### config.mk
export PLATFORM = sky130hd
export DESIGN_NAME = reg_scoreboard
export DESIGN_NICKNAME = d
export VERILOG_FILES = /design/src/rtl/reg_scoreboard.sv
export SDC_FILE = /design/constraint.sdc
export NUM_CORES = 1
export LEC_CHECK = 0
export CORE_MARGIN = 2
export CORE_UTILIZATION = 45
export DETAILED_ROUTE_END_ITERATION = 16
export GPL_TIMING_DRIVEN = 1
export PLACE_DENSITY = 0.65
export SYNTH_ARGS = -nofsm -noshare
export SYNTH_HDL_FRONTEND = slang
export SYNTH_SLANG_ARGS = --single-unit
export TNS_END_PERCENT = 20
### constraint.sdc
create_clock -name clk -period 8.62 [get_ports clk]
set_clock_uncertainty 0.05 [all_clocks]
set_input_delay 2.155 -clock clk [delete_from_list [all_inputs] [get_ports clk]]
set_output_delay 2.155 -clock clk [all_outputs]
set_load 0.005 [all_outputs]
### src/rtl/reg_scoreboard.sv
`default_nettype none
// ============================================================================
// Module   : reg_scoreboard
// Purpose  : Per-GPR in-flight write tracker between decode and register read.
//            Stalls decode while a needed source has outstanding producers,
//            counts dispatched writes up and completed writebacks down, and
//            flags writebacks to registers with nothing pending.
// Revision : 1.0 - initial release
// ============================================================================
module reg_scoreboard #(
  parameter int CNT_W = 2
) (
  input  logic       clk,
  input  logic       rst_n,
  input  logic       dec_valid,
  input  logic       pipe_stall,
  input  logic       flush,
  input  logic       in1_needed,
  input  logic       in2_needed,
  input  logic       in3_needed,
  input  logic       in4_needed,
  input  logic [2:0] in1,
  input  logic [2:0] in2,
  input  logic [2:0] in3,
  input  logic [2:0] in4,
  input  logic       eax_needed,
  input  logic       esp_needed,
  input  logic       ld_reg1,
  input  logic       ld_reg2,
  input  logic       ld_reg3,
  input  logic [2:0] dreg1,
  input  logic [2:0] dreg2,
  input  logic [2:0] dreg3,
  input  logic       wb_ld1,
  input  logic       wb_ld2,
  input  logic       wb_ld3,
  input  logic [2:0] wb_dreg1,
  input  logic [2:0] wb_dreg2,
  input  logic [2:0] wb_dreg3,
  output logic       dep_stall,
  output logic       dispatch,
  output logic [7:0] busy_vec,
  output logic       sb_err
);

  // Sums carry two extra bits so cnt + alloc (alloc <= 3) never wraps.
  localparam int               SUM_W     = CNT_W + 2;
  localparam logic [SUM_W-1:0] C_CNT_MAX = SUM_W'((1 << CNT_W) - 1);

  logic [CNT_W-1:0] r_cnt [8];
  logic [7:0]       r_busy;
  logic             r_sb_err;

  logic [1:0]       w_alloc   [8];
  logic [1:0]       w_rel     [8];
  logic [CNT_W-1:0] w_rel_eff [8];
  logic [SUM_W-1:0] w_net     [8];
  logic [CNT_W-1:0] w_cnt_nxt [8];
  logic [7:0]       w_nz;
  logic [7:0]       w_ovf_vec;
  logic [7:0]       w_uflow_vec;
  logic             w_src_busy;
  logic             w_ovf;
  logic             w_dispatch;

  // Per-register alloc/release tallies with clamped release, overflow and underflow
  always_comb begin
    for (int r = 0; r < 8; r++) begin
      w_alloc[r]     = 2'(ld_reg1 && (dreg1 == 3'(r)))
                     + 2'(ld_reg2 && (dreg2 == 3'(r)))
                     + 2'(ld_reg3 && (dreg3 == 3'(r)));
      w_rel[r]       = 2'(wb_ld1 && (wb_dreg1 == 3'(r)))
                     + 2'(wb_ld2 && (wb_dreg2 == 3'(r)))
                     + 2'(wb_ld3 && (wb_dreg3 == 3'(r)));
      w_uflow_vec[r] = SUM_W'(w_rel[r]) > SUM_W'(r_cnt[r]);
      w_rel_eff[r]   = w_uflow_vec[r] ? r_cnt[r] : CNT_W'(w_rel[r]);
      w_net[r]       = SUM_W'(r_cnt[r]) - SUM_W'(w_rel_eff[r]) + SUM_W'(w_alloc[r]);
      w_ovf_vec[r]   = (w_alloc[r] != 2'd0) && (w_net[r] > C_CNT_MAX);
      w_nz[r]        = (r_cnt[r] != '0);
    end
  end

  // Source test looks only at registered counts: a same-cycle writeback does not bypass
  assign w_src_busy = (in1_needed && w_nz[in1]) | (in2_needed && w_nz[in2])
                    | (in3_needed && w_nz[in3]) | (in4_needed && w_nz[in4])
                    | (eax_needed && w_nz[0])   | (esp_needed && w_nz[4]);
  assign w_ovf      = |w_ovf_vec;
  assign dep_stall  = dec_valid & (w_src_busy | w_ovf);
  assign w_dispatch = dec_valid & ~dep_stall & ~pipe_stall;
  assign dispatch   = w_dispatch;

  // Next counter value: clamped release, plus allocation only when dispatching
  always_comb begin
    for (int r = 0; r < 8; r++) begin
      w_cnt_nxt[r] = CNT_W'(SUM_W'(r_cnt[r]) - SUM_W'(w_rel_eff[r])
                   + (w_dispatch ? SUM_W'(w_alloc[r]) : '0));
    end
  end

  // Pending counters and busy mirror; flush clears everything and suppresses allocation
  always_ff @(posedge clk or negedge rst_n) begin
    if (!rst_n) begin
      for (int r = 0; r < 8; r++) r_cnt[r] <= '0;
      r_busy <= 8'h00;
    end else if (flush) begin
      for (int r = 0; r < 8; r++) r_cnt[r] <= '0;
      r_busy <= 8'h00;
    end else begin
      for (int r = 0; r < 8; r++) begin
        r_cnt[r]  <= w_cnt_nxt[r];
        r_busy[r] <= (w_cnt_nxt[r] != '0);
      end
    end
  end

  // Sticky underflow flag: only reset clears it, flush leaves it alone
  always_ff @(posedge clk or negedge rst_n) begin
    if (!rst_n) begin
      r_sb_err <= 1'b0;
    end else if (!flush && (|w_uflow_vec)) begin
      r_sb_err <= 1'b1;
    end
  end

  assign busy_vec = r_busy;
  assign sb_err   = r_sb_err;

endmodule
`default_nettype wire

# == Word level (Yosys, flattened, before mapping) ==
# Index checks and enable logic that the tools add are counted.
# op_classes
add_sub_neg,56
n_lt_le_gt_ge,20
eq_ne,42
muxes,26
bitwise_logic,11
reduce_logical,96
# op_table
operator,count
== test 3 bit (second input constant),24
logical AND 1 bit,63
nonzero test 2 bit,24
== test 3 x 2 -> 1 bit (second input constant),12
adder 1 x 1 -> 2 bit,16
adder 2 x 1 -> 2 bit,16
adder 4 x 2 -> 4 bit,8
> comparator 4 x 2 -> 1 bit (second input constant),8
2-to-1 mux 2 bit,16
subtractor 2 x 2 -> 3 bit,8
== test 3 x 1 -> 1 bit (second input constant),6
zero test 3 bit,6
adder 2 bit,8
> comparator 2 bit,8
less-than comparator 3 x 4 -> 1 bit (second input constant),4
2-to-1 mux 16 bit,1
OR reduction 8 bit,2
binary-select mux 1 bit (select 3 bit),4
2-to-1 mux 8 bit,1
OR 1 bit,6
2-to-1 mux 1 bit,4
AND 1 bit,3
inverter 1 bit,2
zero test 1 bit,1
# word_totals
regBits,25
in_bits,47

# == Logic depth before layout (Yosys ltp) ==
# Gate-level depths: netlist (run 1).
# depth
depth_word,20
ltp_mapped,27
ltp_nobuf,25

# == Worst setup path before layout (run 1) ==
# No wires, ideal clock.
# synth_timing
path_kind,input port to output port
from,in wb_dreg3[2]
to,out dep_stall
t_arrival_ns,5.868
path_slack_ns,0.547
cell_stages,20
path_buffers,2
path_cell_list,nand2b_1 -> nor3_1 -> fa_1 -> inv_1 -> ha_1 -> nand2_1 -> o21ai_0 -> o21ai_0 -> ha_1 -> inv_1 -> ha_1 -> ha_1 -> nor3b_1 -> o21a_1 -> a211oi_1 -> a2111oi_0 -> and4b_1 -> buf_2 -> buf_1 -> a41oi_1
# synth_via
elab_chain_len,12
elab_cells_between_ends,75
classes_between,add/sub: 24; order compare: 16; eq/ne: 7; mux: 8; bitwise: 2; reduce/logical: 18
# synth_lines
element,line,text
start: declaration,39,"input logic [2:0] wb_dreg3,"
"== test 3 x 1 -> 1 bit, or another cell as far along",74,+ 2'(wb_ld3 && (wb_dreg3 == 3'(r)));
logical AND 1 bit,74,
adder 2 x 1 -> 2 bit,74,
> comparator 2 bit,75,w_uflow_vec[r] = SUM_W'(w_rel[r]) > SUM_W'(r_cnt[r]);
2-to-1 mux 2 bit,76,w_rel_eff[r] = w_uflow_vec[r] ? r_cnt[r] : CNT_W'(w_rel[r]);
subtractor 2 x 2 -> 3 bit,-,
adder 4 x 2 -> 4 bit,77,w_net[r] = SUM_W'(r_cnt[r]) - SUM_W'(w_rel_eff[r]) + SUM_W'(w_alloc[r]);
> comparator 4 x 2 -> 1 bit,78,w_ovf_vec[r] = (w_alloc[r] != 2'd0) && (w_net[r] > C_CNT_MAX);
logical AND 1 bit,78,
OR reduction 8 bit *,87,assign w_ovf = |w_ovf_vec;
OR 1 bit *,88,assign dep_stall = dec_valid & (w_src_busy | w_ovf);
AND 1 bit *,88,
end: declaration,40,"output logic dep_stall,"
# Mark *: on every way between the ends. The rest lies on a longest branch, timed or not.

# == Worst setup path in the final report (run 1) ==
# layout_timing
from,in wb_dreg2[1]
to,out dep_stall
# layout_via
elab_chain_len,13
elab_cells_between_ends,83
classes_between,add/sub: 32; order compare: 16; eq/ne: 7; mux: 8; bitwise: 2; reduce/logical: 18
# layout_lines
element,line,text
start: declaration,38,"input logic [2:0] wb_dreg2,"
"== test 3 x 1 -> 1 bit, or another cell as far along",73,+ 2'(wb_ld2 && (wb_dreg2 == 3'(r)))
logical AND 1 bit,73,
adder 1 x 1 -> 2 bit,73,
adder 2 x 1 -> 2 bit,74,
> comparator 2 bit,75,
2-to-1 mux 2 bit,76,
subtractor 2 x 2 -> 3 bit,-,
adder 4 x 2 -> 4 bit,77,
> comparator 4 x 2 -> 1 bit,78,
logical AND 1 bit,78,
OR reduction 8 bit *,87,
OR 1 bit *,88,
AND 1 bit *,88,
# Marks and branches as above.

==> results of run 1 <==
## state kept, by name (all words and copies together) (netlist names)
name and count:
busy_vec 8, r_cnt 16, sb_err 1
## synth_stat cells, drive strengths merged (3+ instances only)
master	count	area, sq um
dfrtp	25	626
nand2	33	126
clkbuf	3	11.3
xnor2	11	96.3
or3	8	50.1
a21oi	22	110
o21ai	19	95.1
ha	64	801
mux4	6	139
o211a	8	80.1
buf	5	42.5
inv	77	289
nand4	4	25.0
nor2	74	278
xor2	9	78.8
nor3	13	65.1
a31oi	3	18.8
fa	16	320
nor2b	23	144
a211o	8	70.1
nor3b	5	37.5
mux2	7	78.8
nand2b	10	62.6
nand3	20	100
## cells in the final DEF (no fill, tap or decap), types with 3 or more instances in the layout
master and instances:
mux4_2 5, ha_4 3, nand4_1 4, nand2_1 30
dlygate4sd2_1 9, nand2b_1 7, nor2_2 5, dfrtp_1 25
nor2_1 68, a21oi_1 19, o21ai_1 6, a211o_1 8
inv_1 75, nor3_2 5, nand3_1 20, buf_4 40
a21oi_2 3, clkdlybuf4s50_1 45, o21ai_0 10, mux2_2 7
nor3b_2 3, nand2b_4 3, o211a_1 8, nor3_1 6
nor2b_1 22, a31oi_1 3, clkbuf_8 3, xor2_1 9
or3_1 8, o21ai_2 3, ha_1 60, fa_1 14
xnor2_1 11, nand2_2 3
## cell families after synthesis
group	count (synthesis)
AO/OA/AOI/OAI	79
XOR/XNOR	20
adder cells (fa/ha/maj)	80
buffers and inverters	85
flip-flops	25
multiplexers	13
AND/OR/NAND/NOR	199
## power groups by stage
stage,Combinational (mW),Clock (mW),Sequential (mW)
floorplan,0.732,0,0.196
global placement,1.04,0,0.209
detailed placement,1.08,0,0.211
CTS,1.12,0.0768,0.209
global route,1.31,0.0821,0.217
finish,1.17,0.0757,0.210
## cell type report
type | instances | share of cell area
Clock inverter | 1 | 0.000965
Multi-Input combinational cell | 391 | 0.622
Clock buffer | 3 | 0.00796
Timing Repair Buffer | 97 | 0.167
Sequential cell | 25 | 0.121
Tap cell | 108 | 0.0261
Inverter | 77 | 0.0557
## layer usage
| layer | GRT usage | vias up | wire, um |
|---|---|---|---|
| met2 | 0.391 | 109 | 5270 |
| met5 | 0 | - | 0 |
| met4 | 0.0662 | 0 | 218 |
| met1 | 0.321 | 1758 | 5040 |
| li1 | - | 1881 | - |
| met3 | 0.0251 | 17 | 501 |
## worst reg2reg max path, cell delays in order, from the launching register on
cell	delay [ns]
dfrtp_1	0.47
inv_1	0.08
ha_1	0.35
nand2_1	0.08
a32oi_1	0.19
o21ai_1	0.10
ha_1	0.19
inv_1	0.05
ha_1	0.24
ha_1	0.29
nor3b_4	0.16
or4_4	0.48
a22oi_2	0.16
a2111oi_2	0.07
and4b_2	0.25
nand2_2	0.07
buf_4	0.24
nor2_1	0.08
ha_1	0.34
or3_1	0.37
o211a_1	0.22
## worst min-delay path by stage
stage,slack (ns),endpoint,depth (start not counted)
floorplan,0.42,sb_err,1
global placement,0.41,sb_err,1
detailed placement,0.41,sb_err,1
CTS,0.44,sb_err,1
global route,0.45,sb_err,1
finish,0.44,sb_err,1
## repair_timing
action	in CTS	in global routing
pin swaps	7	11
setup buffers	2	2
resized for setup	49	22
setup endpoints to repair	2	2
==> results.cfg, run 1 <==
[timing]
fin_crit_sh = 1.01
hold_viol = 0
tightest_slew_ns = 0.357
fin_hold_ws_ns = 0.441
finalCriticalPeriod_ns = 8.67
slew-limit-headroom = 0.760
timing.final.ws_setup_ns = -0.0546
max_freq_mhz = 115
slew_viol_final = 0
grt_setup_unrepaired = yes
finalSetupViolations = 1
fin_tns_setup_ns = -0.0546

[critical_path]
path_max_fanout = 4
crit_top_cell = ha_1
crit_buf_inv = 5
rr_worst_depth = 20
slowest_delay_ns = 0.55
crit_path_end_kind = output port
critPathSlowestCell = fa_1
ff2ff_setup_slack_ns = 4.00
arrival_ns = 6.47
r2r-start = r_cnt[7]
crit_chain = clkdlybuf4s50_1 > nand2b_4 > nor2_2 > fa_1 > inv_2 > ha_4 > nand2_1 > a32oi_1 > o21ai_1 > ha_1 > inv_1 > ha_1 > ha_1 > nor3b_4 > or4_4 > a22oi_2 > a2111oi_2 > and4b_2 > buf_4 > a41oi_2 > clkdlybuf4s15_2
cp.required_ns = 6.42
endpoint = dep_stall
crit_family = adder cells
r2r-end = busy_vec[4]
worstSetupPathType = input pin to output port
path_depth = 21
cp-start-kind = input pin
cp-startpoint = wb_dreg2[1]

[grt]
grt_first_pass_wirelength_um = 18300
grt_pass1_vias = 3777
grt_max_degree = 34
grt_overflow_total = 0
grt_use_total = 0.234
antenna_found_initial = 0

[floorplanning]
row_count = 34
num_io_pins = 58
core_area_sq_um = 8640
initial_core_util = 0.460
dieArea_sq_um = 9590
die_y_um = 97.9
die_w_um = 97.9

[drt]
wl_per_cell_um = 15.7
drt-initial-drc-count = 161
drt_pass1_iterations = 5
num_vias = 3765
wl_um = 11000
drcViolationCount = 0
via_per_inst = 5.36
ant_nets = 0

[finish]
seqCellArea_sq_um = 626
drive_gt1_frac = 0.172
final_core_util = 0.601
n_fill_cell = 790
synthToLayoutAreaGrowth_pct = 30.6
fin_area_sq_um = 5190
layout.cells.non_filler = 702
final_nets = 722
multi_input_area_sq_um = 3220
n_antenna_cell = 0

[power]
switching_power_uw = 692
power.density_nw_per_um2 = 281
intPower_uw = 764
p_leak_nw = 2.47
power_mw = 1.46
pwr-share-comb = 0.804
p_sw_frac = 0.475
ir_worst_vdd_mv = 0.134
pwr-share-seq = 0.144
pwr-share-clk = 0.052

[placed_design]
place_area_sq_um = 4890
placedCellCount = 694
dpl.hpwl_um = 8820
place_congestion = 0.886
place_ws_ns = -0.394
port_buffers = 57

[clocking]
cts_root_buf = clkbuf_8
clk_latency_ns = 0.28
htree_levels = 1
clkSlewWorstSetupHoldPaths_ns = 0.10
cts_buffers = 3
cts_tree = yes
postCtsHoldBufs = 0
cts_sinks = 25
cts_buffer_depth = 2

[hold_path]
hp-class = register to register
worstHoldStart = sb_err

[synthesis]
synthSimpleGateAreaFrac = 0.241
synth_nets = 628
synth_seq_cells = 25
yosysWarningCount = 0
synth.cell_area_sq_um = 3970
yosys.area_share.xor_xnor = 0.0441
synth-compound-area-share = 0.134
synth_edf_count = 0
synthAdderAreaFrac = 0.282
synth_top_family_by_area = adder cells
synthArstFlopShare = 1.00
yosysSeqAreaShare = 0.158
synth_mux_area_frac = 0.0548
ys_types = 50
syn-instance-count = 501
ys.flop_type = dfrtp_1
synth_area_per_cell_sq_um = 7.93

[run]
drv_cap = 0

[status]
failed_checks = setup timing
status = finished with violations
(Power assumes the default switching activity.)
==> run 2: changes to the inputs <==
Settings changed: CORE_MARGIN 2 to 5.
==> run 2 against run 1 <==
Effect of this change:
- the flow now finishes without violations
- sequential share of layout area decreased by 0.090 points
- count of clock-buffer cells in the layout grew 1
- maximum frequency up 2.4%
- die area increased by 13%
- register-to-register slack about the same
- utilization rose by 0.15 points
- critical path depth unchanged
- worst setup slack better by 0.20 ns
- cell count rose by 0.43%
- largest power group unchanged
==> results.cfg, run 2 (synthesis gave the netlist of run 1 again) <==
[drt]
ant_nets = 0
drt_pass1_iterations = 4
wl_um = 10800
drt-initial-drc-count = 169
wl_per_cell_um = 15.3
drcViolationCount = 0
num_vias = 3778
via_per_inst = 5.36

[run]
drv_cap = 0

[floorplanning]
die_y_um = 104
initial_core_util = 0.458
num_io_pins = 58
row_count = 34
die_w_um = 104
dieArea_sq_um = 10800
core_area_sq_um = 8680

[clocking]
clk_latency_ns = 0.27
clkSlewWorstSetupHoldPaths_ns = 0.09
cts_tree = yes
cts_root_buf = clkbuf_8
htree_levels = 1
cts_sinks = 25
cts_buffer_depth = 2
cts_buffers = 3

[power]
power_mw = 1.46
p_leak_nw = 2.48
ir_worst_vdd_mv = 0.113
power.density_nw_per_um2 = 279

[grt]
grt_pass1_vias = 3903
grt_overflow_total = 0
antenna_found_initial = 0
grt_max_degree = 34
grt_first_pass_wirelength_um = 18500
grt_use_total = 0.200

[critical_path]
arrival_ns = 6.27
r2r-start = r_cnt[15]
cp-startpoint = wb_dreg1[2]
cp.required_ns = 6.42
worstSetupPathType = input pin to output port
path_max_fanout = 4
cp-start-kind = input pin
crit_path_end_kind = output port

[finish]
n_antenna_cell = 0
drive_gt1_frac = 0.179
final_cell_mix = inv_1, nor2_1, ha_1
regMostFlops = r_cnt
final_nets = 725
synthToLayoutAreaGrowth_pct = 31.6
final_common_cell = inv_1
n_fill_cell = 788
fin_area_sq_um = 5230
largest_register_ffs = 16

[timing]
hold_viol = 0
finalCriticalPeriod_ns = 8.47
tightest_slew_ns = 0.463
slew-limit-headroom = 0.690
finalSetupViolations = 0
fin_crit_sh = 0.983
slew_viol_final = 0
fin_hold_ws_ns = 0.428
max_freq_mhz = 118

[placed_design]
port_buffers = 57
place_congestion = 0.899
dpl.hpwl_um = 8620
place_area_sq_um = 4920

[status]
status = finished, final reports clean

[hold_path]
hp-class = register to register
worstHoldStart = sb_err
==> run 2: worst paths after layout <==
path                       cells past startpoint           to  slack [ns]
setup / recovery                              21    dep_stall        0.15
hold / removal                                 1       sb_err        0.43
setup reg to reg                              21  busy_vec[5]        4.00
hold reg to reg                                1       sb_err        0.43
max in group asynchronous                      2     r_cnt[6]        6.08
min in group asynchronous                      2  busy_vec[7]        2.19
==> run 2: where the power goes <==
group	switching, mW	internal, mW	leakage, nW	total, mW
clock	0.0399	0.0331	0.0228	0.0730
combinational	0.597	0.572	2.12	1.17
sequential	0.0572	0.159	0.332	0.217
==> run 2: timing repair <==
item | CTS | global route
pin swaps | 8 | 9
hold buffers | 0 | 0
endpoints found under the setup margin | 2 | 2
gates resized for setup | 54 | 24
buffers inserted | 2 | 2
cloned | 0 | 0
==> run 2: metal layers <==
layer  vias to the layer above  share of wire  track usage
met5                         -              0            0
met4                         0          0.028       0.0740
met3                        20          0.043       0.0230
met2                       104           0.46        0.327
met1                      1769           0.47        0.272
li1                       1885              -            -
==> run 2: metrics by stage <==
stage          setup TNS, ns  setup WS [ns]  std cells  utilization
6_report                   0          0.146        705        0.602
3_3_place_gp          -0.920         -0.504        697        0.566
5_1_grt             -0.00281       -0.00281        705        0.602
4_1_cts                    0         0.0490        703        0.589
3_5_place_dp           -1.26         -0.665        697        0.566
2_1_floorplan              0          0.547        501            -
==> run 2: final cells by class <==
cell class | instances | area (sq um) | share of cell area
clock buffer | 4 | 45.0 | 0.00862
inverter | 77 | 289 | 0.0553
multi-input combinational | 391 | 3250 | 0.622
sequential | 25 | 626 | 0.120
tap | 108 | 135 | 0.0259
timing repair buffer | 100 | 881 | 0.169
==> run 2: worst max-delay path, stage by stage <==
cell,delay [ns]
clkdlybuf4s50_1,0.44
nand2_2,0.11
nor3_2,0.05
fa_1,0.59
inv_2,0.06
ha_4,0.28
nand2_1,0.05
a32oi_1,0.18
o21ai_1,0.09
ha_1,0.18
inv_1,0.05
ha_1,0.23
ha_1,0.26
nor3b_2,0.16
or4_4,0.42
a22oi_2,0.21
a2111oi_4,0.08
and4b_2,0.23
buf_4,0.14
a41oi_1,0.14
buf_2,0.15
